### src/rtl/sigmoid_pkg.sv
// Shared state encoding, default widths and pipeline depth for the sigmoid LUT pipeline.
// SIGMOID_PIPE_INTERP_EN selects the interpolating (3-stage) datapath.
package sigmoid_pkg;

    typedef enum logic [1:0] {
        RUN   = 2'd0,
        DRAIN = 2'd1,
        LOAD  = 2'd2
    } state_t;

    localparam int DEF_IN_W   = 7;
    localparam int DEF_OUT_W  = 7;
    localparam int DEF_LANES  = 4;
    localparam int DEF_ADDR_W = 5;

`ifdef SIGMOID_PIPE_INTERP_EN
    localparam int PIPE_LAT = 3;
`else
    localparam int PIPE_LAT = 2;
`endif

endpackage

### src/rtl/sigmoid_lane.sv
// One lane: offset-binary index/fraction extraction, LUT result register, optional interpolation.
// Latency 2 (3 with SIGMOID_PIPE_INTERP_EN); registers move only when adv is high, else they hold.
// Backpressure comes entirely from the shared adv strobe supplied by sigmoid_pipe.
module sigmoid_lane
    import sigmoid_pkg::*;
#(
    parameter int IN_W   = DEF_IN_W,
    parameter int OUT_W  = DEF_OUT_W,
    parameter int ADDR_W = DEF_ADDR_W
) (
    input  logic              clk,
    input  logic              rst,
    input  logic              adv,
    input  logic [IN_W-1:0]   lane_in,
    output logic [ADDR_W-1:0] idx_q,
    input  logic [OUT_W-1:0]  lut_lo,
`ifdef SIGMOID_PIPE_INTERP_EN
    input  logic [OUT_W-1:0]  lut_hi,
`endif
    output logic [OUT_W-1:0]  lane_out
);

    localparam int F = IN_W - ADDR_W;

    // Flipping the sign bit turns two's complement into offset binary, so the
    // most negative input lands on entry 0 and zero on the table midpoint.
    logic [IN_W-1:0] ofs;
    assign ofs = {~lane_in[IN_W-1], lane_in[IN_W-2:0]};

`ifdef SIGMOID_PIPE_INTERP_EN
    localparam int PW = OUT_W + F + 2;

    logic [F-1:0]          frac_q;
    logic [F-1:0]          frac_q2;
    logic [OUT_W-1:0]      lo_q;
    logic [OUT_W-1:0]      hi_q;
    logic signed [OUT_W:0] diff;
    logic signed [PW-1:0]  prod;
    logic signed [PW-1:0]  sum;
    logic [F+1:0]          unused_sum;

    // The step lies between lo and hi, so the sum never leaves the output range.
    assign diff       = $signed({1'b0, hi_q}) - $signed({1'b0, lo_q});
    assign prod       = PW'(diff) * PW'($signed({1'b0, frac_q2}));
    assign sum        = PW'($signed({1'b0, lo_q})) + (prod >>> F);
    assign unused_sum = sum[PW-1:OUT_W];

    always_ff @(posedge clk) begin
        if (rst) begin
            idx_q    <= '0;
            frac_q   <= '0;
            frac_q2  <= '0;
            lo_q     <= '0;
            hi_q     <= '0;
            lane_out <= '0;
        end else if (adv) begin
            idx_q    <= ofs[IN_W-1 -: ADDR_W];
            frac_q   <= ofs[F-1:0];
            lo_q     <= lut_lo;
            hi_q     <= (&idx_q) ? lut_lo : lut_hi;
            frac_q2  <= frac_q;
            lane_out <= sum[OUT_W-1:0];
        end
    end
`else
    logic [F-1:0] unused_frac;
    assign unused_frac = ofs[F-1:0];

    always_ff @(posedge clk) begin
        if (rst) begin
            idx_q    <= '0;
            lane_out <= '0;
        end else if (adv) begin
            idx_q    <= ofs[IN_W-1 -: ADDR_W];
            lane_out <= lut_lo;
        end
    end
`endif

endmodule

### src/rtl/sigmoid_pipe.sv
// Multi-lane sigmoid via a shared, run-time loadable LUT; SIGMOID_PIPE_INTERP_EN adds linear interpolation.
// Latency 2 cycles accept-to-out_valid (3 with SIGMOID_PIPE_INTERP_EN), one beat per cycle sustained.
// All stages stall together while out_valid && !out_ready; loads drain the pipe before cfg_ack rises.
module sigmoid_pipe
    import sigmoid_pkg::*;
#(
    parameter int IN_W   = DEF_IN_W,
    parameter int OUT_W  = DEF_OUT_W,
    parameter int LANES  = DEF_LANES,
    parameter int ADDR_W = DEF_ADDR_W
) (
    input  logic                   clk,
    input  logic                   rst,
    input  logic                   in_valid,
    output logic                   in_ready,
    input  logic [LANES*IN_W-1:0]  in_data,
    output logic                   out_valid,
    input  logic                   out_ready,
    output logic [LANES*OUT_W-1:0] out_data,
    input  logic                   cfg_req,
    output logic                   cfg_ack,
    input  logic                   cfg_we,
    input  logic [ADDR_W-1:0]      cfg_addr,
    input  logic [OUT_W-1:0]       cfg_data,
    output logic                   busy
);

    localparam int DEPTH = 1 << ADDR_W;

    state_t              state;
    logic [OUT_W-1:0]    lut [DEPTH];
    logic [PIPE_LAT-1:0] vld;
    logic                adv;

    assign out_valid = vld[PIPE_LAT-1];
    assign adv       = !out_valid || out_ready;
    assign in_ready  = adv && (state == RUN);
    assign busy      = |vld;

    always_ff @(posedge clk) begin
        if (rst) begin
            vld <= '0;
        end else if (adv) begin
            vld <= {vld[PIPE_LAT-2:0], in_valid && in_ready};
        end
    end

    // cfg_ack is registered alongside the state so it is high exactly in LOAD.
    always_ff @(posedge clk) begin
        if (rst) begin
            state   <= RUN;
            cfg_ack <= 1'b0;
        end else begin
            unique case (state)
                RUN: begin
                    if (cfg_req) state <= DRAIN;
                end
                DRAIN: begin
                    if (!cfg_req) begin
                        state <= RUN;
                    end else if (!busy) begin
                        state   <= LOAD;
                        cfg_ack <= 1'b1;
                    end
                end
                LOAD: begin
                    if (!cfg_req) begin
                        state   <= RUN;
                        cfg_ack <= 1'b0;
                    end
                end
                default: begin
                    state   <= RUN;
                    cfg_ack <= 1'b0;
                end
            endcase
        end
    end

    always_ff @(posedge clk) begin
        if (rst) begin
            for (int i = 0; i < DEPTH; i++) lut[i] <= '0;
        end else if (cfg_we && cfg_ack) begin
            lut[cfg_addr] <= cfg_data;
        end
    end

    for (genvar k = 0; k < LANES; k++) begin : g_lane
        logic [ADDR_W-1:0] idx_q;
`ifdef SIGMOID_PIPE_INTERP_EN
        logic [ADDR_W-1:0] idx_nx;
        assign idx_nx = idx_q + ADDR_W'(1);
`endif

        sigmoid_lane #(
            .IN_W   (IN_W),
            .OUT_W  (OUT_W),
            .ADDR_W (ADDR_W)
        ) u_lane (
            .clk      (clk),
            .rst      (rst),
            .adv      (adv),
            .lane_in  (in_data[k*IN_W +: IN_W]),
            .idx_q    (idx_q),
            .lut_lo   (lut[idx_q]),
`ifdef SIGMOID_PIPE_INTERP_EN
            .lut_hi   (lut[idx_nx]),
`endif
            .lane_out (out_data[k*OUT_W +: OUT_W])
        );
    end

endmodule

### config.mk
export PLATFORM = sky130hd
export DESIGN_NAME = sigmoid_pipe
export DESIGN_NICKNAME = d
export VERILOG_FILES = /design/src/rtl/sigmoid_pkg.sv /design/src/rtl/sigmoid_lane.sv /design/src/rtl/sigmoid_pipe.sv
export SDC_FILE = /design/constraint.sdc
export NUM_CORES = 1
export LEC_CHECK = 0
export BUFFER_PORTS_ARGS = -buffer_cell sky130_fd_sc_hd__buf_2
export CAP_MARGIN = 20
export CELL_PAD_IN_SITES_DETAIL_PLACEMENT = 0
export CELL_PAD_IN_SITES_GLOBAL_PLACEMENT = 2
export CORE_MARGIN = 1.5
export CORE_UTILIZATION = 45
export DETAILED_ROUTE_END_ITERATION = 12
export MAX_ROUTING_LAYER = met4
export PLACE_DENSITY = 0.8
export SLEW_MARGIN = 20
export SYNTH_ARGS = -nofsm -noshare
export SYNTH_HDL_FRONTEND = slang
export SYNTH_SLANG_ARGS = --single-unit
### constraint.sdc
create_clock -name clk -period 2.1 [get_ports clk]
set_clock_uncertainty 0.15 [all_clocks]
set_input_delay 0.42 -clock clk [delete_from_list [all_inputs] [get_ports clk]]
set_output_delay 0.42 -clock clk [all_outputs]
set_load 0.005 [all_outputs]
[After elaboration in Yosys (flattened, before gate mapping)]
Memories as Yosys holds them, arrays and structs flattened. A register that Yosys moved wholly into a read port is not among the register bits.
Cells that the tools add are included.
Word-level totals
  memories kept: 1
  memory bits (writable): 224
  word-level logic and storage cells: 47
  flip-flop bits (word level): 25
  input bits: 46
  output and inout bits: 32
Cells by class
  bitwise logic cells: 5
  multiplexer cells: 17
  reductions and logical operators: 10
  equal/unequal tests: 7
Memory list
  lut: depth 32, width 7, read ports 4, clocked after Yosys merged registers in 4, wr ports 32, RTL line sigmoid_pipe.sv:31  | logic [OUT_W-1:0] lut [DEPTH];
Operator list (number)
  $mux 1: 9
  $mux 2: 4
  $ne 2x2->1 const B: 4
  $mux 7: 1
  $reduce_or 7->1: 1
  $pmux 2 s3: 1
  $mux 5: 1
  $not 1->1: 5
  $reduce_and 4->1: 1
  $logic_and 1x1->1: 3
  $ne 3x3->1 const B: 1
  $pmux 1 s3: 1
  $reduce_and 3->1: 1
  $eq 2x1->1 const B: 1
  $eq 2x2->1 const B: 1
  $logic_not 2->1: 1
  $reduce_or 2->1: 1
  $logic_not 1->1: 1
  $logic_or 1x1->1: 1

[Depth between registers and ports, before layout]
  word-level depth: 6
  mapped depth: 9
  gate-level depth less buffers: 5

[Modules after synthesis]
Synthesis repeated with hierarchy kept, for this count alone.
Unflattened totals
  cells, all modules: 1109
  area total of the unflattened synthesis: 17757.0 um^2
By module, submodules not included
  sigmoid_pipe: cells each 953, area each 15980.3 um^2, seq. area each 6826.5 um^2, instances 1
  sigmoid_lane: cells each 39, area each 444.2 um^2, seq. area each 240.2 um^2, instances 4

[Least setup slack after synthesis]
No wires, ideal clock.
  path type: register to register
  start: reg g_lane[2].u_lane.idx_q[0]
  end: reg g_lane[2].u_lane.lane_out[4], read port of lut
  clock period less this slack: 1970 ps
  slack: 130 ps
  cell stages (with the launch flop): 7
  data required time: 1800 ps
  data arrival time: 1670 ps
  setup time: 150 ps
  path buffers: 2
  cells stage by stage: dfxtp_1 > buf_6 > buf_6 > mux4_2 > mux2_2 > a211oi_1 > a311oi_1
RTL lines
  start: declaration: RTL line sigmoid_lane.sv:15  | output logic [ADDR_W-1:0] idx_q,
  start signal: assignment: RTL line sigmoid_lane.sv:74  | idx_q <= ofs[IN_W-1 -: ADDR_W];
  end: declaration: RTL line sigmoid_lane.sv:20  | output logic [OUT_W-1:0] lane_out

==> flow_metrics.py <==
metrics = {
    "drt": {
        "drc": 0,
        "ant_nets": 0,
        "drtPass1Iterations": 5,
        "drtIter0Drc": 1617,
        "vias": 13500,
        "avgViaCountPerCell": 6.43,
        "drt-total-wl_um": 63900,
        "avgRoutedWirePerCell_um": 30.5,
    },
    "global_route": {
        "grt_overflow_total": 0,
        "grt.total_usage_pct": 32.0,
        "grt_max_degree": 51,
        "antenna_found_initial": 0,
        "grt_pass1_wl_um": 90600,
        "grt_pass1_vias": 13000,
    },
    "layout": {
        "final_area_um2": 21500,
        "postLayoutCoreUtil_pct": 55.2,
        "regArea_um2": 7820,
        "final_common_cell": "and2_1",
        "drive_gt1_share_pct": 37.2,
        "area_growth_pct": 20.2,
        "final_cell_mix": "and2_1, edfxtp_1, mux4_2",
        "antenna_cells": 0,
        "multiInputGateArea_um2": 9610,
        "n_fill_cell": 3234,
        "nets": 1600,
    },
    "setup_path": {
        "r2r_slack_ns": -0.05,
        "worst-path-max-fanout": 12,
        "path_class": "flip-flop to flip-flop",
        "worstPathArrival_ns": 2.46,
        "cp-startpoint": "g_lane[3].u_lane.idx_q[2]",
        "cp_cell_sequence": "buf_8, buf_6, nor2b_1, a211oi_1, o41ai_4, buf_4, a21oi_1, a2111oi_1",
        "worstSetupStartpointType": "flip-flop",
        "required_ns": 2.40,
        "max_stage_delay_ns": 0.47,
        "end_kind": "flip-flop",
        "reg2reg_depth": 8,
        "endpoint": "g_lane[3].u_lane.lane_out[1]",
        "r2r_start": "g_lane[3].u_lane.idx_q[2]",
        "critPathSlowestCell": "o41ai_4",
        "timing.rr.end": "g_lane[3].u_lane.lane_out[1]",
    },
    "synth": {
        "ys_warn_count": 0,
        "synth_area_um2": 17900,
        "yosysTopAreaCell": "edfxtp_1",
        "synth_seq_area_share_pct": 43.5,
        "yosysUniqueCellTypes": 52,
        "synth_seq_cells": 277,
        "postSynthAreaPerCell_um2": 13.1,
        "syn_nets": 1415,
        "synthTopCellsByArea": "edfxtp_1, mux4_2, and2_1",
        "syn_inst": 1369,
        "synth-edff-count": 224,
        "synth_ff_type": "edfxtp_1",
        "synth.top_cell.area_share_pct": 37.5,
        "synth-async-reset-ratio_pct": 0,
    },
    "sta": {
        "min_period_ns": 2.15,
        "rsz0062_at_grt": "true",
        "finalHoldViolCount": 0,
        "worst_pin_slew_ns": 0.766,
        "slew_headroom_pct": 48.5,
        "drv_slew": 0,
        "setup_violations": 2,
        "min_period_over_period_pct": 102,
        "setup_slack_ns": -0.0520,
        "max_freq_ghz": 0.465,
        "fin_tns_setup_ns": -0.0872,
    },
    "placement": {
        "gp_congestion": 0.977,
        "dp.final_hpwl_um": 47800,
        "port_buffers": 69,
        "dpl-instance-area_um2": 19800,
    },
    "pwr": {
        "cellPowerDensity_nw_per_um2": 693,
        "ir_worst_vdd_mv": 0.470,
        "p_leak_uw": 0.00791,
        "power_uw": 14900,
    },
    "clocking": {
        "clk_pin_slew_ns": 0.06,
        "htree_num_levels": 1,
        "clockBufferDepth": 3,
        "ctsRootBufferMaster": "clkbuf_16",
        "cts.sinks": 277,
        "clock_latency_ns": 0.57,
        "cts_tree": "built",
        "cts_made_buffers": 31,
    },
    "status": {
        "violations": "negative setup slack",
        "status": "finished, violations left",
    },
    "die": {
        "die_area_um2": 41000,
        "rows": 72,
        "num_io_pins": 78,
        "fp.dieH_um": 203,
        "start_util_pct": 45.9,
        "die_x_um": 203,
        "coreArea_um2": 39000,
    },
    "min_path": {
        "hold_path.class": "input port to flip-flop",
    },
    "run": {
        "maxCapViolCount": 0,
    },
}
## layout make-up
type                    count  share of cell area [%]
clock buffers              39                    3.79
clock inverters            19                    1.18
inverters                   2                  0.0349
multi-input cells         968                    44.6
flip-flops and latches    277                    36.3
well taps                 518                    3.01
repair buffers            274                    11.1
## where the power goes
part	switching, uW	internal (uW)
sequential	363	6170
combinational	1320	1280
clock	2290	3480
total	3980	10900
## registers in the layout, summed over array words and instances (netlist names)
register and count:
lut 224, vld 2, state 2, cfg_ack 1, g_lane.u_lane.lane_out 28, g_lane.u_lane.idx_q 20
## critical path, delay by kind of cell, from the launching register on
kind | cells | cell delay, ns
AO/OA/AOI/OAI | 4 | 0.89
buffers and inverters | 3 | 0.47
flip-flops | 1 | 0.37
AND/OR/NAND/NOR | 1 | 0.12
## cell families (layout without fill, tap and decap cells)
kind of cell	after synthesis	after routing	synth area share (%)
compound gates	168	168	6.66
mux	327	327	31.5
simple gates	473	473	14.5
flops	277	277	43.5
buf+inv	124	334	3.83
## worst min-delay path by stage
stage,from,slack [ns],endpoint,depth (start not counted)
6_report,out_ready,0.16,g_lane[0].u_lane.idx_q[2],5
5_1_grt,out_ready,0.17,g_lane[2].u_lane.idx_q[1],5
4_1_cts,out_ready,0.15,g_lane[3].u_lane.idx_q[0],5
3_5_place_dp,state[1],0.33,state[0],1
3_3_place_gp,state[1],0.32,state[0],1
2_1_floorplan,state[1],0.31,state[0],1
## repair_timing
action	in CTS	in global routing
endpoints found under the setup margin	13	46
pin swaps	2	7
endpoints found under the hold margin	23	0
hold buffers	22	0
gates resized for setup	24	33
cloned	0	3
setup buffers	4	12
## stage by stage
step | setup slack (ns) | cells | hold slack [ns]
floorplan | 0.130 | 1369 | 0.307
global placement | -0.387 | 1998 | 0.324
detailed placement | -0.409 | 1998 | 0.330
CTS | -0.0141 | 2082 | 0.146
global route | -0.0493 | 2097 | 0.174
finish | -0.0520 | 2097 | 0.163
## synthesized netlist by cell type, types with 2 or more instances
cell type  count
nor2_1        82
or3b_2         2
dfxtp_1       53
nor2b_1       17
buf_6         10
buf_1         12
mux2_2        35
o22ai_1       17
buf_2         40
a2111oi_1      3
mux2i_1      107
nor3_1         5
mux4_2       180
a211oi_1      25
nand3_1       12
and3_1         8
a2111oi_0      3
nand4b_1       2
inv_1          2
or2_2         32
o21bai_1       4
nand4_1        2
o41ai_1        4
a22o_1         3
a311oi_1       3
o21ai_0        8
o211ai_1       5
a2111o_1      12
buf_8          2
nand2b_1       9
a221oi_1      15
a21oi_1       34
buf_4         15
nand3b_1       5
clkbuf_1      42
mux4_1         5
o21ai_1        9
and2_1       227
a22oi_1        6
nand2_1       64
edfxtp_1     224
a31oi_1       14
## metal layers
layer	vias up	wire length (um)	share of wire, %	global-route usage (%)
met5	-	0	0	-
met4	0	2230	3.5	9.97
met3	118	7550	12	8.33
met2	858	27200	43	44.5
met1	6789	26900	42	45.7
li1	5727	-	-	-
(Power assumes the default switching activity.)
